==> src/rtl/spi_frame_pkg.sv <==
// rtl/spi_frame_pkg.sv - shared constants and state type for the SPI frame receiver
package spi_frame_pkg;

    localparam int ADDR_W          = 13;
    localparam int PIXEL_BYTES     = 6144;
    localparam int ATTR_BYTES      = 768;
    localparam int INFO_BYTES      = 256;
    localparam int FRAME_BYTES_DEF = PIXEL_BYTES + ATTR_BYTES + INFO_BYTES;

    localparam logic [ADDR_W-1:0] BORDER_ADDR_DEF = 13'h1B80;

    typedef enum logic [1:0] {
        ST_IDLE = 2'd0,
        ST_RECV = 2'd1,
        ST_HOLD = 2'd2
    } state_t;

endpackage

==> src/rtl/spi_sync_edge.sv <==
// rtl/spi_sync_edge.sv - multi-stage synchroniser with rise/fall detect on the synchronised level
module spi_sync_edge #(
    parameter int   STAGES    = 2,
    parameter logic RESET_VAL = 1'b0
) (
    input  logic clk,
    input  logic rst,
    input  logic sig,
    output logic level,
    output logic rise,
    output logic fall
);

    logic [STAGES-1:0] chain;
    logic              prev;

    always_ff @(posedge clk or posedge rst) begin
        if (rst) begin
            chain <= {STAGES{RESET_VAL}};
            prev  <= RESET_VAL;
        end else begin
            chain[0] <= sig;
            for (int i = 1; i < STAGES; i++) begin
                chain[i] <= chain[i-1];
            end
            prev <= chain[STAGES-1];
        end
    end

    assign level = chain[STAGES-1];
    assign rise  = level & ~prev;
    assign fall  = ~level & prev;

endmodule

==> src/rtl/spi_frame_ctrl.sv <==
// rtl/spi_frame_ctrl.sv - receives one SPI screen frame into RAM and commits the border colour on vsync
module spi_frame_ctrl
    import spi_frame_pkg::*;
#(
    parameter int                FRAME_BYTES = FRAME_BYTES_DEF,
    parameter logic [ADDR_W-1:0] BORDER_ADDR = BORDER_ADDR_DEF,
    parameter int                SYNC_STAGES = 2
) (
    input  logic              clk,
    input  logic              rst,
    input  logic              spi_clk,
    input  logic              spi_dat,
    input  logic              spi_cs,
    input  logic              vsync_n,
    output logic [ADDR_W-1:0] wr_addr,
    output logic [7:0]        wr_data,
    output logic              wr_en,
    output logic [2:0]        border,
    output logic              frame_done,
    output logic              frame_err,
    output logic              busy
);

    localparam logic [ADDR_W-1:0] LAST_ADDR = ADDR_W'(FRAME_BYTES - 1);

    logic sck_lvl, sck_rise, sck_fall;
    logic dat_lvl, dat_rise, dat_fall;
    logic cs_lvl, cs_rise, cs_fall;

    spi_sync_edge #(.STAGES(SYNC_STAGES), .RESET_VAL(1'b0)) u_sync_sck (
        .clk(clk), .rst(rst), .sig(spi_clk), .level(sck_lvl), .rise(sck_rise), .fall(sck_fall)
    );
    spi_sync_edge #(.STAGES(SYNC_STAGES), .RESET_VAL(1'b0)) u_sync_dat (
        .clk(clk), .rst(rst), .sig(spi_dat), .level(dat_lvl), .rise(dat_rise), .fall(dat_fall)
    );
    spi_sync_edge #(.STAGES(SYNC_STAGES), .RESET_VAL(1'b1)) u_sync_cs (
        .clk(clk), .rst(rst), .sig(spi_cs), .level(cs_lvl), .rise(cs_rise), .fall(cs_fall)
    );

    logic unused_sync;
    assign unused_sync = ^{sck_lvl, sck_fall, dat_rise, dat_fall, cs_lvl};

    state_t            state, state_nxt;
    logic [7:0]        shift;
    logic [2:0]        bit_cnt;
    logic [ADDR_W-1:0] byte_addr;
    logic [2:0]        staged_val, qual_val;
    logic              staged_valid, qual_valid;
    logic              vsync_prev;

    logic [7:0] next_byte;
    logic       bit_take, byte_done, is_border, is_last, vsync_fall;

    // cs rising takes priority over a coincident SCK edge, so the bit is dropped
    assign bit_take   = (state == ST_RECV) && sck_rise && !cs_rise;
    assign byte_done  = bit_take && (bit_cnt == 3'd7);
    assign next_byte  = {shift[6:0], dat_lvl};
    assign is_border  = (byte_addr == BORDER_ADDR);
    assign is_last    = (byte_addr == LAST_ADDR);
    assign vsync_fall = vsync_prev && !vsync_n;
    assign busy       = (state != ST_IDLE);

    always_comb begin
        state_nxt = state;
        case (state)
            ST_IDLE: if (cs_fall) state_nxt = ST_RECV;
            ST_RECV: begin
                if (cs_rise)                   state_nxt = ST_IDLE;
                else if (byte_done && is_last) state_nxt = ST_HOLD;
            end
            ST_HOLD: if (cs_rise) state_nxt = ST_IDLE;
            default: state_nxt = ST_IDLE;
        endcase
    end

    always_ff @(posedge clk or posedge rst) begin
        if (rst) state <= ST_IDLE;
        else     state <= state_nxt;
    end

    always_ff @(posedge clk or posedge rst) begin
        if (rst) begin
            shift        <= '0;
            bit_cnt      <= '0;
            byte_addr    <= '0;
            wr_en        <= 1'b0;
            wr_addr      <= '0;
            wr_data      <= '0;
            frame_done   <= 1'b0;
            frame_err    <= 1'b0;
            staged_val   <= '0;
            staged_valid <= 1'b0;
            qual_val     <= '0;
            qual_valid   <= 1'b0;
            border       <= 3'b111;
            vsync_prev   <= 1'b1;
        end else begin
            wr_en      <= 1'b0;
            frame_done <= 1'b0;
            vsync_prev <= vsync_n;

            if (vsync_fall && qual_valid) begin
                border     <= qual_val;
                qual_valid <= 1'b0;
            end

            if (state == ST_IDLE && cs_fall) begin
                bit_cnt      <= '0;
                byte_addr    <= '0;
                frame_err    <= 1'b0;
                staged_valid <= 1'b0;
            end else if (state == ST_RECV && cs_rise) begin
                if (bit_cnt != 3'd0 || byte_addr != '0) begin
                    frame_err    <= 1'b1;
                    staged_valid <= 1'b0;
                end
                bit_cnt <= '0;
            end else if (bit_take) begin
                shift   <= next_byte;
                bit_cnt <= bit_cnt + 3'd1;
                if (byte_done) begin
                    wr_en     <= 1'b1;
                    wr_addr   <= byte_addr;
                    wr_data   <= next_byte;
                    byte_addr <= byte_addr + 1'b1;
                    if (is_border) begin
                        staged_val   <= next_byte[2:0];
                        staged_valid <= 1'b1;
                    end
                    // a completed frame promotes its border byte to the vsync-visible slot
                    if (is_last) begin
                        frame_done <= 1'b1;
                        if (is_border || staged_valid) begin
                            qual_val   <= is_border ? next_byte[2:0] : staged_val;
                            qual_valid <= 1'b1;
                        end
                    end
                end
            end
        end
    end

endmodule

==> config.mk <==
export PLATFORM = sky130hd
export DESIGN_NAME = spi_frame_ctrl
export DESIGN_NICKNAME = d
export VERILOG_FILES = /design/src/rtl/spi_frame_pkg.sv /design/src/rtl/spi_sync_edge.sv /design/src/rtl/spi_frame_ctrl.sv
export SDC_FILE = /design/constraint.sdc
export NUM_CORES = 1
export LEC_CHECK = 0
export ABC_CLOCK_PERIOD_IN_PS = 3800
export BUFFER_PORTS_ARGS = -buffer_cell sky130_fd_sc_hd__buf_2
export CAP_MARGIN = 20
export CORE_MARGIN = 2
export CORE_UTILIZATION = 40
export CTS_BUF_LIST = sky130_fd_sc_hd__clkbuf_4
export DETAILED_ROUTE_END_ITERATION = 12
export PLACE_DENSITY_LB_ADDON = 0.25
export SETUP_SLACK_MARGIN = 0.5
export SYNTH_ARGS = -nofsm -noshare
export SYNTH_HDL_FRONTEND = slang
export SYNTH_SLANG_ARGS = --single-unit
==> constraint.sdc <==
create_clock -name clk -period 3.8 [get_ports clk]
set_input_delay 0.57 -clock clk [delete_from_list [all_inputs] [get_ports clk]]
set_output_delay 0.57 -clock clk [all_outputs]
set_load 0.02 [all_outputs]
# After elaboration in Yosys (flattened, before gate mapping)
# Cells that the tools add are included.
# word_totals
ff_bits	69
latch_bits	0
ram_bits	0
romBits	0
inputBits	6
output_inout_bits	28
wordCells	108
memories	0
# classes
n_addsub	2
n_mul	0
div_mod_pow	0
magnitude_cmp	0
n_eq_ne	10
shifts	0
muxes	38
bitwise_logic	8
n_reduce_logical	30
# ops
cell	count
two-way mux 13 bit	4
equality test 13 bit (second input constant)	2
two-way mux 1 bit	25
adder 13 x 1 -> 13 bit (second input constant)	1
nonzero test 13 bit	1
two-way mux 3 bit	4
nonzero test 3 bit	4
nonzero test 2 bit	5
AND reduction 3 bit	3
logical AND 1 bit	8
two-way mux 2 bit	4
AND reduction 4 bit	2
inequality test 2 bit (second input constant)	3
inequality test 3 x 2 -> 1 bit (second input constant)	2
one-hot mux 2 bit (3 select lines)	1
AND reduction 6 bit	1
NOT 1 bit	5
adder 3 x 1 -> 3 bit (second input constant)	1
AND 1 bit	3
equality test 3 bit (second input constant)	1
equality test 2 x 1 -> 1 bit (second input constant)	1
equality test 2 bit (second input constant)	1
logical NOT 1 bit	2
logical NOT 2 bit	1
other kinds (2)	3

# Depth between registers and ports, before layout
# Gate-level depths: netlist (run 1).
# logic_depth
word_depth	10
ltp_mapped	8
ltp_nobuf	7

# Cells and area by module
# Synthesis (run 1) repeated with hierarchy kept, for this count alone.
# unflattened
hier_cells	280
area_unflattened_um2	3042.9
# modules_own_cells
mod	instances	cells_per_inst	area_per_inst_um2	seq_area_each_um2
spi_frame_ctrl	1	262	2757.6	1531.5
spi_sync_edge (u_sync_dat ...)	2	6	93.8	75.1
spi_sync_edge (u_sync_cs)	1	6	97.6	78.8

# Worst setup path before layout (run 1)
# No wires, ideal clock.
# synth_timing
path_type	register to register
from	reg byte_addr[0]
to	reg staged_val[0]
setup_ns	0.125
arrival_ns	1.847
t_required_ns	3.675
setup_slack_ns	1.828
stages_incl_launch_ff	8
path_buffers	0
synth_period_minus_slack_ns	1.972
cell_sequence	dfrtp_1 > inv_1 > ha_1 > or4b_4 > nor3_4 > nand3_4 > nor2_4 > mux2_4
# synth_via
elab_chain_cells	2
# synth_rtl
element	line_no	text
start: declaration	spi_frame_ctrl.sv:46	logic [ADDR_W-1:0] byte_addr;
start signal: assignment	spi_frame_ctrl.sv:125	byte_addr <= byte_addr + 1'b1;
equality test 13 bit	spi_frame_ctrl.sv:58	assign is_border = (byte_addr == BORDER_ADDR);
two-way mux 3 bit	--	
end signal: assignment	spi_frame_ctrl.sv:127	staged_val <= next_byte[2:0];
end: declaration	spi_frame_ctrl.sv:47	logic [2:0] staged_val, qual_val;
# Every way passes these cells.
# A chain may end at the register's enable or synchronous reset.

# Final worst setup path (run 1)
# layout_timing
from	reg u_sync_cs.chain[1]
to	reg byte_addr[7]
# layout_via
elab_chain_cells	6
word_cells_on_any_way	13
classes_between	eq/ne: 1; mux: 1; bitwise: 3; reduce/logical: 8
# layout_rtl
element	line_no	text
start: declaration	spi_sync_edge.sv:14	logic [STAGES-1:0] chain;
start signal: assignment	spi_sync_edge.sv:19	chain <= {STAGES{RESET_VAL}};
start signal: indexed assignment	spi_sync_edge.sv:24	chain[i] <= chain[i-1];
AND 1 bit	spi_sync_edge.sv:31	assign rise = level & ~prev;
logical NOT 1 bit	spi_frame_ctrl.sv:55	assign bit_take = (state == ST_RECV) && sck_rise && !cs_rise;
logical AND 1 bit	spi_frame_ctrl.sv:55	
logical AND 1 bit	spi_frame_ctrl.sv:56	assign byte_done = bit_take && (bit_cnt == 3'd7);
nonzero test 2 bit (no line)	--	
AND reduction 3 bit (no line)	--	
# Several ways; a longest one is shown, not always the timed one.

==> results of run 1 <==
==> cell usage after synthesis, drive strengths merged, types with 3 or more instances <==
cell | n | area share, %
o22ai | 5 | 1.1
dfrtp | 62 | 53
mux2 | 6 | 2.7
buf | 5 | 0.86
a22o | 3 | 0.90
nor2 | 10 | 1.5
ha | 5 | 2.1
o21ai | 20 | 3.4
inv | 13 | 1.7
nor4b | 3 | 1.4
dfstp | 7 | 6.3
clkbuf | 3 | 0.39
nor3 | 5 | 1.4
a21oi | 7 | 1.6
nand2 | 94 | 12
a2bb2oi | 3 | 0.90
nand3 | 9 | 2.4
==> registers in the layout, indices dropped and copies added (netlist names) <==
| signal | flops |
|---|---|
| bit_cnt | 3 |
| border | 3 |
| byte_addr | 13 |
| frame_done | 1 |
| frame_err | 1 |
| qual_val | 3 |
| qual_valid | 1 |
| shift | 7 |
| staged_val | 3 |
| staged_valid | 1 |
| state | 2 |
| u_sync_cs.chain | 2 |
| u_sync_cs.prev | 1 |
| u_sync_dat.chain | 2 |
| u_sync_sck.chain | 2 |
| u_sync_sck.prev | 1 |
| vsync_prev | 1 |
| wr_addr | 13 |
| wr_data | 8 |
| wr_en | 1 |
==> through the flow <==
step / total power, mW / hold WS (ns)
6_report: 1.51 / 0.248
5_1_grt: 1.59 / 0.210
4_1_cts: 1.54 / 0.211
3_5_place_dp: 0.925 / 0.340
3_3_place_gp: 0.921 / 0.335
2_1_floorplan: 0.889 / 0.331
==> logic make-up after synthesis <==
group	count (synthesis)	share of synthesized area [%]
AO/OA/AOI/OAI	44	9.55
XOR/XNOR	2	0.599
adder cells (fa/ha/maj)	5	2.14
buffers and inverters	22	3.04
flip-flops	69	59.4
multiplexers	6	2.70
AND/OR/NAND/NOR	136	22.6
==> worst max-delay path, stage by stage (launching register included) <==
cell     delay (ns)
dfstp_2        0.57
or2b_1         0.29
nand3_4        0.36
inv_1          0.38
nor2_1         0.75
o21ai_0        0.19
o21ai_0        0.11
==> area by class of cell <==
cell class / instances / area share, %
clock buffer: 10 / 2.22
clock inverter: 6 / 3.29
inverter: 14 / 1.55
multi-input combinational: 193 / 32.5
sequential: 69 / 51.3
tap: 99 / 3.66
timing repair buffer: 36 / 5.55
==> power groups by stage <==
| stage | Sequential [mW] | Combinational [mW] | Clock, mW |
|---|---|---|---|
| after global placement | 0.822 | 0.0988 | 0 |
| after detailed placement | 0.824 | 0.101 | 0 |
| final | 0.809 | 0.100 | 0.603 |
| after CTS | 0.810 | 0.103 | 0.625 |
| after floorplan | 0.819 | 0.0705 | 0 |
| after global routing | 0.817 | 0.118 | 0.657 |
==> layer usage <==
layer	track usage, %	vias to the layer above
met1	22.4	990
li1	-	1033
met5	0	-
met3	5.26	9
met2	24.2	43
met4	5.29	0
==> how the worst max path moves through the flow <==
| stage | to | depth (start not counted) |
|---|---|---|
| final | byte_addr[7] | 6 |
| after global placement | byte_addr[7] | 6 |
| after detailed placement | byte_addr[2] | 6 |
| after floorplan | bit_cnt[0] | 1 |
| after CTS | byte_addr[2] | 6 |
| after global routing | byte_addr[8] | 6 |
==> flow_summary_export.csv, run 1 <==
group,metric,value,unit
place,placedCellCount,411,
min_path,hp-class,"in2reg",
die,start_util,40.7,%
place,dpl.hpwl,3.77,mm
critical_path,reg2reg_slack,1.07,ns
critical_path,rr_startpoint,"u_sync_cs.chain[1]",
critical_path,worstRegToRegCells,6,
die,die_y,89.5,um
clock_network,cts_tree,"built",
pwr,p_seq_share,53.5,%
pwr,leakage,1.71,nW
clock_network,cts_hold_buf,0,
cells_and_area,design_area,0.00338,mm2
min_path,hold_start,"spi_cs",
place,place_congestion,0.814,
cells_and_area,multi_input_area,0.00110,mm2
timing,clock.fmax,367,MHz
drt,wl,5.60,mm
drt,avgRoutedWirePerCell,13.1,um
timing,worst_pin_slew,0.830,ns
clock_network,cts.root.buffer_cell,"clkbuf_4",
synthesis,syn_area,0.00292,mm2
clock_network,clock_path_buffers,2,
timing,skew,0.0109,ns
timing,maxSlewViolCount,0,
timing,period_share,71.8,%
synthesis,synth_flop_cell,"dfrtp_1",
drt,met1_length,2.70,mm
timing,tns,0,ns
pwr,p_switching,360,uW
cells_and_area,fin_cells,427,
cells_and_area,final_cell_mix,"nand2_1 (94), dfrtp_1 (62), buf_2 (33), o21ai_0 (20), inv_1 (12)",
global_route,antenna_found_initial,0,
critical_path,reg2reg_to,"byte_addr[7]",
drt,met3_length,232,um
synthesis,synth.distinct_cells,44,
pwr,combPwrFrac,6.6,%
critical_path,required,4.14,ns
pwr,switching_share,23.8,%
synthesis,synth_edf_count,0,
drt,drt_first_pass_iters,4,
synthesis,syn_inst,284,
cells_and_area,drive_gt1_share,23.5,%
drt,drc,0,
run,cap_violations,0,
synthesis,yosys_warnings,0,
cells_and_area,fin_util,47.2,%
drt,first_iter_violations,149,
synthesis,yosysSeqAreaShare,59.4,%
pwr,powerDensity,447,mW/mm2
critical_path,crit_fanout,37,
die,die_w,89.5,um
die,die-area,0.00801,mm2
clock_network,postCtsResizedCells,0,
drt,num_vias,2075,
die,ios,34,
critical_path,timing_worst_setup_path_type,"reg2reg",
global_route,grt_pass1_wl,9.80,mm
clock_network,clock_latency,0.42,ns
timing,rsz0062_at_grt,"false",
drt,wl_met2,2.60,mm
cells_and_area,regArea,0.00174,mm2
critical_path,setup.worst_path.start,"u_sync_cs.chain[1]",
drt,vias_per_cell,4.86,
critical_path,start_kind,"register",
clock_network,path_clk_slew,0.11,ns
cells_and_area,nets,334,
timing,setup_viol,0,
synthesis,synth_seq_cells,69,
global_route,grt-ovfl-total,0,
place,post_dp_cell_area,0.00320,mm2
timing,hold_viol_final,0,
global_route,grt_pass1_vias,2008,
min_path,whs_endpoint,"u_sync_cs.chain[0]",
timing,relSlewSlack,44.4,%
critical_path,worst_setup_path_end_kind,"register",
timing,fin_crit,2.73,ns
synthesis,async_flop_share,100,%
pwr,intPower,1.15,mW
synthesis,synthesis.nets,295,
timing,setup_ws,1.07,ns
status,status,"completed",
place,port_buffers,33,
cells_and_area,mostFrequentLayoutCell,"nand2_1",
min_path,hold_depth,1,
drt,top_layer,"met4",
cells_and_area,antenna_cells,0,
die,rows,31,
cells_and_area,num-fill-cells,686,
pwr,clockPowerShare,39.9,%
pwr,vdd_drop_max,0.000313,V
clock_network,h-tree-depth,3,
place,pre_cts_slack,1.07,ns
cells_and_area,area_growth,15.8,%
global_route,grt_start_max_net_pins,40,
clock_network,cts.sinks,69,
global_route,track_usage,16.2,%
synthesis,synth_area_per_cell,10.3,um2
clock_network,postCtsSetupBuffers,0,
critical_path,worstPathArrival,3.07,ns
die,coreArea,0.00718,mm2
drt,drtAntennaViolNets,0,
clock_network,cts_buffers,9,
Note: power is estimated with default switching activity, not from simulation.
==> inputs of run 2 (changes only) <==
--- a/config.mk
+++ b/config.mk
@@ -5,7 +5,7 @@
 export SDC_FILE = /design/constraint.sdc
 export NUM_CORES = 1
 export LEC_CHECK = 0
-export ABC_CLOCK_PERIOD_IN_PS = 3800
+export ABC_CLOCK_PERIOD_IN_PS = 2600
 export BUFFER_PORTS_ARGS = -buffer_cell sky130_fd_sc_hd__buf_2
 export CAP_MARGIN = 20
 export CORE_MARGIN = 2
==> constraint.sdc (replaced) <==
create_clock -name clk -period 2.6 [get_ports clk]
set_input_delay 0.39 -clock clk [delete_from_list [all_inputs] [get_ports clk]]
set_output_delay 0.39 -clock clk [all_outputs]
set_load 0.02 [all_outputs]
==> run 2 against run 1 <==
Effect of this change:
- fmax up 34%
- die area stayed put
- largest cell class unchanged
- critical endpoint is now staged_val[0]
- clock-buffer cell count is 1 lower
==> flow_summary_export.csv, run 2 (synthesis gave the netlist of run 1 again) <==
group,metric,value,unit
cells_and_area,mostFrequentLayoutCell,"nand2_1",
clock_network,cts_tree,"built",
cells_and_area,area_growth,16.4,%
timing,setup_viol,0,
critical_path,critPathBufInv,1,
clock_network,clock_latency,0.41,ns
critical_path,cpMaxStageDelayCell,"or4b_4",
die,die_y,89.5,um
timing,setup_ws,0.572,ns
global_route,grt_pass1_wl,9.61,mm
pwr,powerDensity,565,mW/mm2
cells_and_area,design_area,0.00340,mm2
critical_path,worstPathArrival,2.32,ns
die,coreArea,0.00718,mm2
timing,tns,0,ns
pwr,clockPowerShare,30.4,%
critical_path,cpPeakStageDelay,0.46,ns
critical_path,worstRegToRegCells,7,
clock_network,cts.sinks,69,
timing,fin_crit,2.03,ns
critical_path,worst_setup_path_end_kind,"register",
place,placedCellCount,412,
cells_and_area,drive_gt1_share,26.7,%
timing,relSlewSlack,57.8,%
timing,skew,0.0181,ns
global_route,grt_start_max_net_pins,42,
drt,avgRoutedWirePerCell,12.7,um
drt,wl,5.47,mm
timing,period_share,78.0,%
global_route,grt-ovfl-total,0,
global_route,antenna_found_initial,0,
drt,first_iter_violations,98,
critical_path,critPathTopFamily,"simple AND/OR/NAND/NOR gates",
critical_path,path_cells,"inv_2, ha_1, or4b_4, nor3_4, nand3_4, nor2_4, mux2_4",
critical_path,required,2.89,ns
drt,vias_per_cell,4.81,
pwr,switching_share,27.8,%
place,post_dp_cell_area,0.00322,mm2
timing,worst_pin_slew,0.632,ns
die,start_util,40.7,%
cells_and_area,fin_cells,432,
timing,rsz0062_at_grt,"true",
timing,clock.fmax,493,MHz
pwr,p_seq_share,61.8,%
critical_path,crit_fanout,4,
place,port_buffers,33,
die,rows,31,
pwr,leakage,1.72,nW
clock_network,cts_buffers,9,
clock_network,path_clk_slew,0.13,ns
cells_and_area,nets,339,
place,place_congestion,0.797,
pwr,fin_total_pwr,1.92,mW
timing,fin_hold_ws,0.0388,ns
cells_and_area,reg_top3,"byte_addr: 13 flops, wr_addr: 13 flops, wr_data: 8 flops",
die,die-area,0.00801,mm2
place,pre_cts_slack,0.456,ns
clock_network,h-tree-depth,3,
pwr,vdd_drop_max,0.000269,V
run,cap_violations,0,
pwr,combPwrFrac,7.8,%
clock_network,cts_hold_buf,0,
drt,drtAntennaViolNets,0,
timing,maxSlewViolCount,0,
pwr,intPower,1.39,mW
die,ios,34,
drt,num_vias,2077,
critical_path,crit_cells,7,
cells_and_area,final_cell_mix,"nand2_1 (94), dfrtp_1 (62), buf_2 (33), o21ai_0 (20), inv_1 (10)",
global_route,grt_pass1_vias,2011,
global_route,track_usage,15.8,%
critical_path,timing_worst_setup_path_type,"reg2reg",
place,dpl.hpwl,3.77,mm
drt,drt_first_pass_iters,4,
drt,drc,0,
cells_and_area,fin_util,47.4,%
die,die_w,89.5,um
pwr,p_switching,534,uW
clock_network,clock_path_buffers,2,
cells_and_area,antenna_cells,0,
critical_path,start_kind,"register",
min_path,hp-class,"in2async",
timing,hold_viol_final,0,
status,status,"completed",
clock_network,cts.root.buffer_cell,"clkbuf_4",
[run 2: changes by cell type in the layout (fill, tap and decap cells not counted), moves of 2 or more]
cell,previous run,this run
buf_4,3,7
o22ai_1,5,3
bufinv_16,3,0
inv_1,12,10
o22ai_2,0,2
clkinvlp_4,1,4
[run 2: cell type report]
cell class,count,area [um2]
clock buffer,9,67.6
inverter,14,56.3
fill,681,3770
multi-input combinational,193,1130
timing repair buffer,41,238
clock inverter,7,50.0
sequential,69,1740
tap,99,124
[run 2: layer usage]
layer	vias to the layer above	global-route usage [%]	share of wire, %
met5	-	0	0
met4	0	5.97	1.4
met3	8	3.42	2.9
met2	39	23.6	47
met1	990	22.6	49
li1	1040	-	-
[run 2: timing repair]
action / 4_1_cts / 5_1_grt
buffers inserted: 3 / 1
cloned: 0 / 0
pin swaps: 2 / 3
gates resized for setup: 0 / 8
endpoints found under the setup margin: 3 / 21
[run 2: path summary, 6_finish.rpt]
kind / start / endpoint / slack (ns)
setup / recovery: byte_addr[1] / staged_val[0] / 0.57
hold / removal: rst / wr_data[4] / 0.04
setup reg to reg: byte_addr[1] / staged_val[0] / 0.57
hold reg to reg: u_sync_dat.chain[0] / u_sync_dat.chain[1] / 0.36
max in group asynchronous: rst / border[0] / 1.89
min in group clk: spi_cs / u_sync_cs.chain[0] / 0.08
[run 2: worst reg2reg max path, stage by stage, from the launching register on]
cell     delay, ns
dfrtp_1       0.41
inv_2         0.06
ha_1          0.13
or4b_4        0.46
nor3_4        0.22
nand3_4       0.14
nor2_4        0.19
mux2_4        0.31
[run 2: power by group through the flow]
| stage | Combinational, mW | Sequential [mW] | Clock [mW] |
|---|---|---|---|
| 2_1_floorplan | 0.103 | 1.20 | 0 |
| 3_3_place_gp | 0.148 | 1.20 | 0 |
| 3_5_place_dp | 0.150 | 1.20 | 0 |
| 4_1_cts | 0.152 | 1.18 | 0.614 |
| 5_1_grt | 0.177 | 1.20 | 0.672 |
| 6_report | 0.150 | 1.19 | 0.585 |
==> inputs of run 3 (changes only) <==
--- a/config.mk
+++ b/config.mk
@@ -5,7 +5,7 @@
 export SDC_FILE = /design/constraint.sdc
 export NUM_CORES = 1
 export LEC_CHECK = 0
-export ABC_CLOCK_PERIOD_IN_PS = 2600
+export ABC_CLOCK_PERIOD_IN_PS = 1800
 export BUFFER_PORTS_ARGS = -buffer_cell sky130_fd_sc_hd__buf_2
 export CAP_MARGIN = 20
 export CORE_MARGIN = 2
==> constraint.sdc (replaced) <==
create_clock -name clk -period 1.8 [get_ports clk]
set_input_delay 0.27 -clock clk [delete_from_list [all_inputs] [get_ports clk]]
set_output_delay 0.27 -clock clk [all_outputs]
set_load 0.02 [all_outputs]
==> run 3 against run 2 <==
Effect of this change:
- the flow now finishes with violations (setup timing)
- critical path depth unchanged
- via count up 19%
- die area unchanged
- worst hold slack better by 0.32 ns
- power up 66%
- combinational power rose to 2.9 times the previous value
- clock skew down 0.0053 ns
- wire length up 41%
- sequential share of layout area down 15 points
- critical path type unchanged
- largest power group unchanged
==> flow_summary_export.csv, run 3 (synthesis gave the netlist of run 1 again) <==
group,metric,value,unit
cells_and_area,fin_cells,506,
clock_network,clock_path_buffers,2,
place,placedCellCount,435,
cells_and_area,final_cell_mix,"dfrtp_1 (60), buf_6 (45), nand2_1 (44), nand2_2 (42), buf_4 (39)",
global_route,grt_start_max_net_pins,70,
cells_and_area,area_growth,64.1,%
clock_network,cts_buffers,9,
timing,period_share,114,%
cells_and_area,drive_gt1_share,62.2,%
timing,fin_hold_ws,0.363,ns
clock_network,path_clk_slew,0.11,ns
die,rows,31,
die,die-area,0.00801,mm2
clock_network,cts.sinks,69,
drt,wl,7.70,mm
drt,first_iter_violations,131,
global_route,antenna_found_initial,0,
min_path,hp-class,"reg2reg",
critical_path,worstPathArrival,2.37,ns
drt,drt_first_pass_iters,4,
die,ios,34,
critical_path,start_kind,"register",
clock_network,cts_tree,"built",
global_route,track_usage,19.6,%
timing,clock.fmax,488,MHz
cells_and_area,nets,413,
global_route,grt-ovfl-total,0,
place,dpl.hpwl,3.94,mm
timing,setup_viol,9,
timing,skew,0.0128,ns
timing,maxSlewViolCount,0,
cells_and_area,reg_top3,"byte_addr: 13 flops, wr_addr: 13 flops, wr_data: 8 flops",
place,pre_cts_slack,-0.176,ns
drt,vias_per_cell,4.90,
timing,rsz0062_at_grt,"true",
drt,drc,0,
pwr,powerDensity,664,mW/mm2
pwr,leakage,2.32,nW
place,place_congestion,0.772,
die,coreArea,0.00718,mm2
drt,num_vias,2479,
critical_path,required,2.12,ns
critical_path,worst_setup_path_end_kind,"register",
place,port_buffers,33,
timing,worst_pin_slew,0.538,ns
die,die_w,89.5,um
global_route,grt_pass1_wl,11.7,mm
clock_network,cts.root.buffer_cell,"clkbuf_4",
clock_network,clock_latency,0.43,ns
timing,setup_ws,-0.250,ns
timing,hold_viol_final,0,
status,violations,"setup timing",
timing,relSlewSlack,63.8,%
die,start_util,40.7,%
cells_and_area,antenna_cells,0,
critical_path,crit_fanout,4,
status,status,"finished, violations left",
timing,fin_crit,2.05,ns
pwr,vdd_drop_max,0.000327,V
clock_network,h-tree-depth,3,
drt,drtAntennaViolNets,0,
drt,avgRoutedWirePerCell,15.2,um
global_route,grt_pass1_vias,2401,
run,cap_violations,0,
cells_and_area,fin_util,66.8,%
die,die_y,89.5,um
critical_path,timing_worst_setup_path_type,"reg2reg",
cells_and_area,mostFrequentLayoutCell,"dfrtp_1",
==> run 3: critical path, cell delays in order (launching register included) <==
cell     delay (ns)
dfrtp_1        0.44
inv_2          0.10
ha_4           0.11
or4b_4         0.46
nor3_4         0.20
nand3_4        0.11
nor2_4         0.19
mux2_4         0.32
==> run 3: power breakdown <==
group | total (mW) | internal [mW] | switching [mW]
logic | 0.432 | 0.215 | 0.218
registers | 1.74 | 1.64 | 0.102
clock network | 1.01 | 0.436 | 0.576
==> run 3: repair_timing <==
item,CTS,global route
pin swaps,38,46
endpoints found under the hold margin,66,0
endpoints found under the setup margin,63,79
gates resized for setup,128,96
hold buffers,5,0
cloned,5,1
setup buffers,30,14
==> run 3: metal layers <==
metal | part of all wire, % | GRT usage (%) | up-vias
li1 | - | - | 1193
met1 | 43 | 26.3 | 1202
met2 | 49 | 28.9 | 60
met3 | 4.1 | 6.28 | 24
met4 | 3.5 | 9.09 | 0
met5 | 0 | 0 | -
==> run 3: through the flow <==
stage | total power [mW] | instance area (um2) | TNS (ns)
global placement | 1.98 | 3460 | -0.780
detailed placement | 1.99 | 3460 | -1.20
floorplan | 1.89 | 2980 | -0.510
global route | 3.33 | 4800 | -2.17
finish | 3.18 | 4800 | -1.77
CTS | 3.11 | 4330 | -1.12
==> run 3: area by class of cell <==
class	count	area, um2
inverters	14	81.3
multi-input cells	193	1580
repair inverters	1	8.76
flip-flops and latches	69	1740
repair buffers	114	1130
fillers	523	2380
well taps	99	124
clock inverters	6	63.8
clock buffers	10	75.1
==> run 3: worst paths after layout <==
kind	from	end	slack (ns)	cells after the start
max	byte_addr[1]	staged_val[0]	-0.25	7
max in group asynchronous	rst	u_sync_cs.chain[0]	1.01	4
min	u_sync_cs.chain[0]	u_sync_cs.chain[1]	0.36	0
max reg2reg	byte_addr[1]	staged_val[0]	-0.25	7
min in group asynchronous	rst	wr_data[1]	0.48	4
min reg2reg	u_sync_cs.chain[0]	u_sync_cs.chain[1]	0.36	0
